**src/rtl/alpharetz_spi_pkg.sv**
```systemverilog
// Shared types for the alpharetz SPI command path: queue FSM states,
// default controller widths and the packed command record stored in the FIFO.
package alpharetz_spi_pkg;

  localparam int unsigned SPI_DATA_WIDTH_DEFAULT = 8;
  localparam int unsigned P_ADDR_WIDTH_DEFAULT   = 3;

  typedef enum logic [1:0] {
    ST_IDLE  = 2'd0,
    ST_ISSUE = 2'd1,
    ST_WAIT  = 2'd2,
    ST_GAP   = 2'd3
  } spi_cmdq_state_t;

  typedef struct packed {
    logic [P_ADDR_WIDTH_DEFAULT-1:0]   addr;
    logic [SPI_DATA_WIDTH_DEFAULT-1:0] data;
  } spi_cmd_t;

endpackage

```
**src/rtl/alpharetz_sync_fifo.sv**
```systemverilog
// Single-clock FIFO with clock enable, flush and occupancy output.
// Push is refused when full even if a pop happens on the same edge; flush
// empties the FIFO and wins over any push or pop on that edge.
module alpharetz_sync_fifo #(
  parameter type         data_t = logic [7:0],
  parameter int unsigned DEPTH  = 4
) (
  input  logic                   clk_i,
  input  logic                   rst_ni,
  input  logic                   en_i,
  input  logic                   push_i,
  input  logic                   pop_i,
  input  logic                   flush_i,
  input  data_t                  wdata_i,
  output data_t                  rdata_o,
  output logic                   full_o,
  output logic                   empty_o,
  output logic [$clog2(DEPTH):0] level_o
);

  localparam int unsigned AW = $clog2(DEPTH);
  localparam logic [AW:0] FULL_CNT = DEPTH[AW:0];

  data_t         mem_q [DEPTH];
  logic [AW-1:0] wr_ptr_q, wr_ptr_d;
  logic [AW-1:0] rd_ptr_q, rd_ptr_d;
  logic [AW:0]   count_q, count_d;
  logic          do_push, do_pop;

  assign full_o  = (count_q == FULL_CNT);
  assign empty_o = (count_q == '0);
  assign level_o = count_q;
  assign rdata_o = mem_q[rd_ptr_q];

  assign do_push = push_i & ~full_o & ~flush_i;
  assign do_pop  = pop_i & ~empty_o & ~flush_i;

  // Next pointer and occupancy values.
  always_comb begin
    wr_ptr_d = wr_ptr_q;
    rd_ptr_d = rd_ptr_q;
    count_d  = count_q;
    if (flush_i) begin
      wr_ptr_d = '0;
      rd_ptr_d = '0;
      count_d  = '0;
    end else begin
      if (do_push) wr_ptr_d = wr_ptr_q + 1'b1;
      if (do_pop)  rd_ptr_d = rd_ptr_q + 1'b1;
      case ({do_push, do_pop})
        2'b10:   count_d = count_q + 1'b1;
        2'b01:   count_d = count_q - 1'b1;
        default: count_d = count_q;
      endcase
    end
  end

  // Pointer and occupancy registers.
  always_ff @(posedge clk_i or negedge rst_ni) begin
    if (!rst_ni) begin
      wr_ptr_q <= '0;
      rd_ptr_q <= '0;
      count_q  <= '0;
    end else if (en_i) begin
      wr_ptr_q <= wr_ptr_d;
      rd_ptr_q <= rd_ptr_d;
      count_q  <= count_d;
    end
  end

  // Storage array; contents are meaningless while the pointers say empty.
  always_ff @(posedge clk_i) begin
    if (en_i && do_push) mem_q[wr_ptr_q] <= wdata_i;
  end

endmodule

```
**src/rtl/alpharetz_spi_cmd_queue.sv**
```systemverilog
// Command queue feeding alpharetz_spi_controller: buffers {data, addr}
// commands, issues them one at a time with a one-cycle start_txn pulse, waits
// for end_txn and enforces an idle gap before the next issue.
// Optional completion timeout: define ALPHARETZ_SPI_CMDQ_TIMEOUT_EN.
module alpharetz_spi_cmd_queue
  import alpharetz_spi_pkg::*;
#(
  parameter int unsigned SPI_DATA_WIDTH = SPI_DATA_WIDTH_DEFAULT,
  parameter int unsigned P_ADDR_WIDTH   = P_ADDR_WIDTH_DEFAULT,
  parameter int unsigned DEPTH          = 4,
  parameter int unsigned GAP_CYCLES     = 2,
  parameter int unsigned TIMEOUT_CYCLES = 1024
) (
  input  logic                      sys_clk,
  input  logic                      async_rst_n,
  input  logic                      sys_clk_en,
  input  logic                      cmd_valid,
  output logic                      cmd_ready,
  input  logic [SPI_DATA_WIDTH-1:0] cmd_data,
  input  logic [P_ADDR_WIDTH-1:0]   cmd_addr,
  input  logic                      flush,
  input  logic                      err_clr,
  output logic                      start_txn,
  output logic [SPI_DATA_WIDTH-1:0] tx_data,
  output logic [P_ADDR_WIDTH-1:0]   p_addr,
  input  logic                      end_txn,
  output logic                      busy,
  output logic [$clog2(DEPTH):0]    level,
  output logic                      timeout_err
);

  localparam int unsigned GW = (GAP_CYCLES > 0) ? $clog2(GAP_CYCLES + 1) : 1;
  localparam logic [GW-1:0] GAP_LOAD = GAP_CYCLES[GW-1:0];

  spi_cmdq_state_t           state_q, state_d;
  logic                      start_q, start_d;
  logic [SPI_DATA_WIDTH-1:0] tx_data_q, tx_data_d;
  logic [P_ADDR_WIDTH-1:0]   p_addr_q, p_addr_d;
  logic [GW-1:0]             gap_q, gap_d;
  logic                      pop_req;
  logic                      to_fire;

  spi_cmd_t fifo_wdata, fifo_rdata;
  logic     fifo_full, fifo_empty;

  assign fifo_wdata.addr = cmd_addr;
  assign fifo_wdata.data = cmd_data;

  alpharetz_sync_fifo #(
    .data_t (spi_cmd_t),
    .DEPTH  (DEPTH)
  ) u_fifo (
    .clk_i   (sys_clk),
    .rst_ni  (async_rst_n),
    .en_i    (sys_clk_en),
    .push_i  (cmd_valid),
    .pop_i   (pop_req),
    .flush_i (flush),
    .wdata_i (fifo_wdata),
    .rdata_o (fifo_rdata),
    .full_o  (fifo_full),
    .empty_o (fifo_empty),
    .level_o (level)
  );

  assign cmd_ready = ~fifo_full;
  assign start_txn = start_q;
  assign tx_data   = tx_data_q;
  assign p_addr    = p_addr_q;
  assign busy      = (state_q != ST_IDLE);

`ifdef ALPHARETZ_SPI_CMDQ_TIMEOUT_EN
  localparam int unsigned   TW        = $clog2(TIMEOUT_CYCLES + 1);
  localparam int unsigned   TO_LAST_I = TIMEOUT_CYCLES - 1;
  localparam logic [TW-1:0] TO_LAST   = TO_LAST_I[TW-1:0];

  logic [TW-1:0] to_cnt_q, to_cnt_d;
  logic          err_q, err_d;

  // Timeout counter: zeroed while issuing so it starts fresh on WAIT entry;
  // fires on the enabled cycle that would complete TIMEOUT_CYCLES in WAIT.
  always_comb begin
    to_cnt_d = to_cnt_q;
    to_fire  = 1'b0;
    if (state_q == ST_ISSUE) begin
      to_cnt_d = '0;
    end else if (state_q == ST_WAIT && !end_txn) begin
      if (to_cnt_q == TO_LAST) to_fire = 1'b1;
      else                     to_cnt_d = to_cnt_q + 1'b1;
    end
    err_d = (err_q & ~err_clr) | to_fire;
  end

  // Timeout counter and sticky error flag.
  always_ff @(posedge sys_clk or negedge async_rst_n) begin
    if (!async_rst_n) begin
      to_cnt_q <= '0;
      err_q    <= 1'b0;
    end else if (sys_clk_en) begin
      to_cnt_q <= to_cnt_d;
      err_q    <= err_d;
    end
  end

  assign timeout_err = err_q;
`else
  localparam int unsigned UNUSED_TIMEOUT_CYCLES = TIMEOUT_CYCLES;
  logic unused_err_clr;

  assign unused_err_clr = err_clr;
  assign to_fire        = 1'b0;
  assign timeout_err    = 1'b0;
`endif

  // Issue sequencing: pop and launch, wait for completion, then hold off.
  always_comb begin
    state_d   = state_q;
    start_d   = 1'b0;
    tx_data_d = tx_data_q;
    p_addr_d  = p_addr_q;
    gap_d     = gap_q;
    pop_req   = 1'b0;
    case (state_q)
      ST_IDLE: begin
        if (!fifo_empty && !flush) begin
          state_d   = ST_ISSUE;
          pop_req   = 1'b1;
          start_d   = 1'b1;
          tx_data_d = fifo_rdata.data;
          p_addr_d  = fifo_rdata.addr;
        end
      end
      ST_ISSUE: state_d = ST_WAIT;
      ST_WAIT: begin
        if (end_txn || to_fire) begin
          if (GAP_CYCLES == 0) begin
            state_d = ST_IDLE;
          end else begin
            state_d = ST_GAP;
            gap_d   = GAP_LOAD;
          end
        end
      end
      ST_GAP: begin
        if (gap_q == '0) state_d = ST_IDLE;
        else             gap_d   = gap_q - 1'b1;
      end
      default: state_d = ST_IDLE;
    endcase
  end

  // FSM state, start pulse, held command outputs and gap counter.
  always_ff @(posedge sys_clk or negedge async_rst_n) begin
    if (!async_rst_n) begin
      state_q   <= ST_IDLE;
      start_q   <= 1'b0;
      tx_data_q <= '0;
      p_addr_q  <= '0;
      gap_q     <= '0;
    end else if (sys_clk_en) begin
      state_q   <= state_d;
      start_q   <= start_d;
      tx_data_q <= tx_data_d;
      p_addr_q  <= p_addr_d;
      gap_q     <= gap_d;
    end
  end

endmodule

```
**config.mk**
```make
export PLATFORM = sky130hd
export DESIGN_NAME = alpharetz_spi_cmd_queue
export DESIGN_NICKNAME = d
export VERILOG_FILES = /design/src/rtl/alpharetz_spi_pkg.sv /design/src/rtl/alpharetz_sync_fifo.sv /design/src/rtl/alpharetz_spi_cmd_queue.sv
export SDC_FILE = /design/constraint.sdc
export NUM_CORES = 1
export LEC_CHECK = 0
export ABC_AREA = 1
export CORE_MARGIN = 5
export CORE_UTILIZATION = 45
export CTS_CLUSTER_DIAMETER = 100
export DETAILED_ROUTE_END_ITERATION = 10
export PLACE_DENSITY_LB_ADDON = 0.25
export SYNTH_ARGS = -nofsm -noshare
export SYNTH_HDL_FRONTEND = slang
export SYNTH_SLANG_ARGS = --single-unit
```
**constraint.sdc**
```tcl
create_clock -name sys_clk -period 5.3 [get_ports sys_clk]
set_input_delay 1.325 -clock sys_clk [delete_from_list [all_inputs] [get_ports sys_clk]]
set_output_delay 1.325 -clock sys_clk [all_outputs]
set_load 0.01 [all_outputs]
```
# Word level (Yosys, flattened, before mapping)
# Memories as Yosys holds them, arrays and structs flattened. A register that Yosys moved wholly into a read port is not among the register bits.
# Cells that the tools add are included.
# totals
reg_bits,12
latchBits,0
romBits,0
in_bits,18
memories,1
mem_bits_rw,44
# memory_table
memory,depth,width,read_ports,rd_clocked_by_memory_dff,wr,line,rtl
u_fifo.mem_q,4,11,1,1,1,alpharetz_sync_fifo.sv:24,data_t mem_q [DEPTH];
# op_classes
mux,17
magnitude_cmp,0
eq_ne,10
shift,0
multipliers,0
n_reduce_logical,19
n_bitwise,7
n_div,0
addsub,5
# op_table
operator,count
2-bit two-way mux,9
2-bit inequality test (second input constant),4
2-bit one-hot mux with 4 select lines,1
4-bit AND reduction,2
2-bit nonzero test,4
2-bit == test (second input constant),3
3-bit one-hot mux with 2 select lines,1
2-bit AND reduction,3
2-bit by 1-bit adder with 2-bit output (second input constant),2
1-bit bitwise AND,4
2-bit by 1-bit == test with 1-bit output (second input constant),2
2-bit zero test,2
1-bit two-way mux,4
2-bit one-hot mux with 2 select lines,1
3-bit by 1-bit adder with 3-bit output (second input constant),1
3-bit == test (second input constant),1
1-bit zero test,3
3-bit zero test,1
3-bit two-way mux,1
1-bit inverter,3
3-bit AND reduction,1
3-bit nonzero test,1
3-bit by 1-bit subtractor with 3-bit output (second input constant),1
1-bit logical AND,2
2-bit by 1-bit subtractor with 2-bit output (second input constant),1

# Longest topological paths before layout
# depth
depth_word,10
mapped_depth,11

# By module
# Synthesis repeated with hierarchy kept, for this count alone.
# unflattened
hier_cells,269
area_unflattened_um2,3007.9
# modules_own_cells
mod,cells_per_inst,area_per_inst_um2,n_inst
alpharetz_sync_fifo,173,2154.6,1
alpharetz_spi_cmd_queue,96,853.3,1

# Worst setup path after synthesis
# No wires, ideal clock.
# synth_path
kind,input -> register
from,input port flush
to,memory u_fifo.mem_q[0][0] (netlist bit) (enable)
setup_slack_ps,2817
cell_stages,3
setup_time_ps,378
path_buffers,0
t_required_ps,4922
arrival_ps,2105
cell_sequence,inv_2 > nand4_1 > nor2_1
# synth_between
elab_chain_len,5
# synth_lines
item,line,rtl
"start, declared",alpharetz_spi_cmd_queue.sv:21,"input logic flush,"
1-bit inverter,alpharetz_sync_fifo.sv:35,assign do_push = push_i & ~full_o & ~flush_i;
1-bit bitwise AND,alpharetz_sync_fifo.sv:35,
1-bit logical AND,alpharetz_sync_fifo.sv:73,if (en_i && do_push) mem_q[wr_ptr_q] <= wdata_i;
1-bit two-way mux,alpharetz_sync_fifo.sv:73,
1-bit two-way mux (not written as such),alpharetz_sync_fifo.sv:73,
"end, declared",alpharetz_sync_fifo.sv:24,
# No other way between the ends.

# Worst setup path in the final report
# layout_path
from,input port flush
to,memory u_fifo.mem_q[0][2] (netlist bit) (enable)
# The elaborated chain is that of the path after synthesis.

==> impl_metrics.env <==
export IMPL_vias_per_cell=5.07
export IMPL_antenna_found_initial=0
export IMPL_grt_pass1_wl_um=8840
export IMPL_start_util=0.456
export IMPL_p_leak_nw=1.40
export IMPL_drive_gt1_frac=0.0909
export IMPL_crit_path_top_delay_cell="nor2_1"
export IMPL_crit_path_max_fanout=11
export IMPL_vdd_ir_drop_max_mv=0.203
export IMPL_yosysSeqAreaShare=0.666
export IMPL_fin_worst_skew_ns=0.00938
export IMPL_finalCriticalPeriod_ns=3.15
export IMPL_hold_viol=0
export IMPL_htree_levels=3
export IMPL_globalRouteMet2Util=0.235
export IMPL_io_buffers=33
export IMPL_final_cell_mix="nand2_1, edfxtp_1, clkdlybuf4s50_1"
export IMPL_clock_sinks=67
export IMPL_worst_r2r_setup_slack_ns=3.19
export IMPL_drv_cap=0
export IMPL_grtUsageTotal=0.152
export IMPL_slew_viol_final=0
export IMPL_grtUsageMet1=0.198
export IMPL_worst_r2r_cell_count=4
export IMPL_die_area_um2=8020
export IMPL_worst_setup_path_type="primary input to register"
export IMPL_clk_latency_ns=0.34
export IMPL_grt_max_degree=25
export IMPL_syn_to_final_growth_pct=20.7
export IMPL_synthTopCellsByArea="edfxtp_1, dfrtp_1, nand2_1"
export IMPL_hold_class="register to register"
export IMPL_grt_overflow=0
export IMPL_r2r_start="u_fifo.level_o[0]"
export IMPL_critPathLaunchType="primary input"
export IMPL_gp_congestion=0.742
export IMPL_ys_types=29
export IMPL_postRouteAntennaNets=0
export IMPL_arrival_ns=3.11
export IMPL_vias=1895
export IMPL_critPathLaunch="flush"
export IMPL_rsz0062_at_grt="false"
export IMPL_cts_root_buf="clkbuf_8"
export IMPL_wl_per_cell_um=14.5
export IMPL_io_pins=36
export IMPL_finalSetupTns_ns=0
export IMPL_status="complete, no violations"
export IMPL_setup_viol=0
export IMPL_relSlewSlack=0.215
export IMPL_hold_worst_slack_ns=0.477
export IMPL_met3_usage=0.0323
export IMPL_cts_clk_slew_worst_paths_ns=0.07
export IMPL_synth_top_area_frac=0.464
export IMPL_syn_avg_cell_area_um2=11.1
export IMPL_cts_inserted_buffers=9
export IMPL_required_ns=5.26
export IMPL_die_h_um=89.6
export IMPL_drc=0
export IMPL_fmax_mhz=317
export IMPL_cpPeakStageDelay_ns=0.93
export IMPL_routed_wl_um=5430
export IMPL_drt_iter0_markers=82
export IMPL_synthCells=257
export IMPL_drt_pass1_iter_count=4
export IMPL_post_cts_buffers=0
export IMPL_crit_path_end="u_fifo.mem_q[0][2]"
export IMPL_finalNetCount=319
export IMPL_synth_cell_area_um2=2850
export IMPL_synth_area_leader_cell="edfxtp_1"
export IMPL_grt_pass1_vias=1811
export IMPL_diodes=0
export IMPL_post_cts_resized=0
export IMPL_coreArea_um2=6240
export IMPL_dp_hpwl_um=3480
export IMPL_dp_slack_ns=1.75
export IMPL_powerDensity_nw_per_um2=463
export IMPL_ys_warn_count=0
export IMPL_path_cells="clkdlybuf4s50_1 > inv_2 > nand4_1 > nor2_1"
export IMPL_cts_tree="yes"
export IMPL_clockBufferDepth=2
export IMPL_dieWidth_um=89.6
export IMPL_worstMarginPinSlew_ns=1.17
export IMPL_setup_ws_ns=2.15
export IMPL_num_rows=29
export IMPL_p_total_mw=1.59
export IMPL_crit_path_end_kind="register"
export IMPL_r2r_end="u_fifo.mem_q[0][2]"
export IMPL_busiest_layer="met2"
export IMPL_synth_nets=284
export IMPL_postCtsHoldBufs=0
export IMPL_final_common_cell="nand2_1"
export IMPL_timing_final_crit_share=0.595
export IMPL_ys_seq_elements=67
-- cells by family after synthesis --
logic type,synth area share
DFF,0.666
buffers and inverters,0.0488
adders and majority gates,0.0422
and+or+nand+nor,0.144
xor gates and xnor gates,0.00308
other,0.00132
AOI/OAI and AO/OA,0.0945
-- power breakdown --
| group | switching [mW] | total (mW) | internal (mW) |
|---|---|---|---|
| clock network | 0.199 | 0.464 | 0.266 |
| registers | 0.0683 | 0.708 | 0.639 |
| logic | 0.219 | 0.419 | 0.200 |
-- layout make-up --
type | count | area (um2)
Multi-Input combinational cell | 158 | 812
Sequential cell | 67 | 1900
Clock inverter | 6 | 88.8
Clock buffer | 10 | 128
Inverter | 23 | 86.3
Fill cell | 556 | 2800
Tap cell | 77 | 96.3
Timing Repair Buffer | 33 | 330
-- synthesized netlist by cell type (all sizes together) --
master and number:
edfxtp 44, buf 8, a31oi 1, dfrtp 23
o21ai 32, o22ai 11, fa 1, nand3b 1
nor2 33, nand2 54, nand4 2, inv 23
conb 1, nand3 6, xor2 1, a21oi 6
or2 1, ha 8, clkbuf 1
-- per-layer routing --
metal,share of wire,up-vias
li1,-,941
met1,0.46,902
met2,0.46,40
met3,0.051,12
met4,0.024,0
met5,0,-
-- stage by stage --
stage               cell area (um2)  utilization  cells
global placement               3220        0.516    358
CTS                            3440        0.551    374
global route                   3440        0.551    374
finish                         3440        0.551    374
floorplan                      2850            -    257
detailed placement             3220        0.516    358
-- registers in the layout, summed over array words and instances, names as in the netlist --
| register | count |
|---|---|
| u_fifo.mem_q | 44 |
| tx_data | 8 |
| p_addr | 3 |
| u_fifo.level_o | 3 |
| gap_q | 2 |
| state_q | 2 |
| u_fifo.rd_ptr_q | 2 |
| u_fifo.wr_ptr_q | 2 |
| start_txn | 1 |
-- worst max-delay path, delay by kind of cell --
kind,cells,cell delay (ns)
buf+inv,2,0.65
simple gates,2,1.13
-- worst min path at each step --
stage                from         end  slack (ns)  cells past startpoint
3_3_place_gp    p_addr[1]   p_addr[1]        0.47                      2
4_1_cts         start_txn   start_txn        0.49                      2
2_1_floorplan  state_q[0]  state_q[0]        0.49                      2
5_1_grt        tx_data[6]  tx_data[6]        0.51                      2
6_report        start_txn   start_txn        0.48                      2
3_5_place_dp   tx_data[0]  tx_data[0]        0.47                      2
Note: power is estimated with default switching activity, not from simulation.
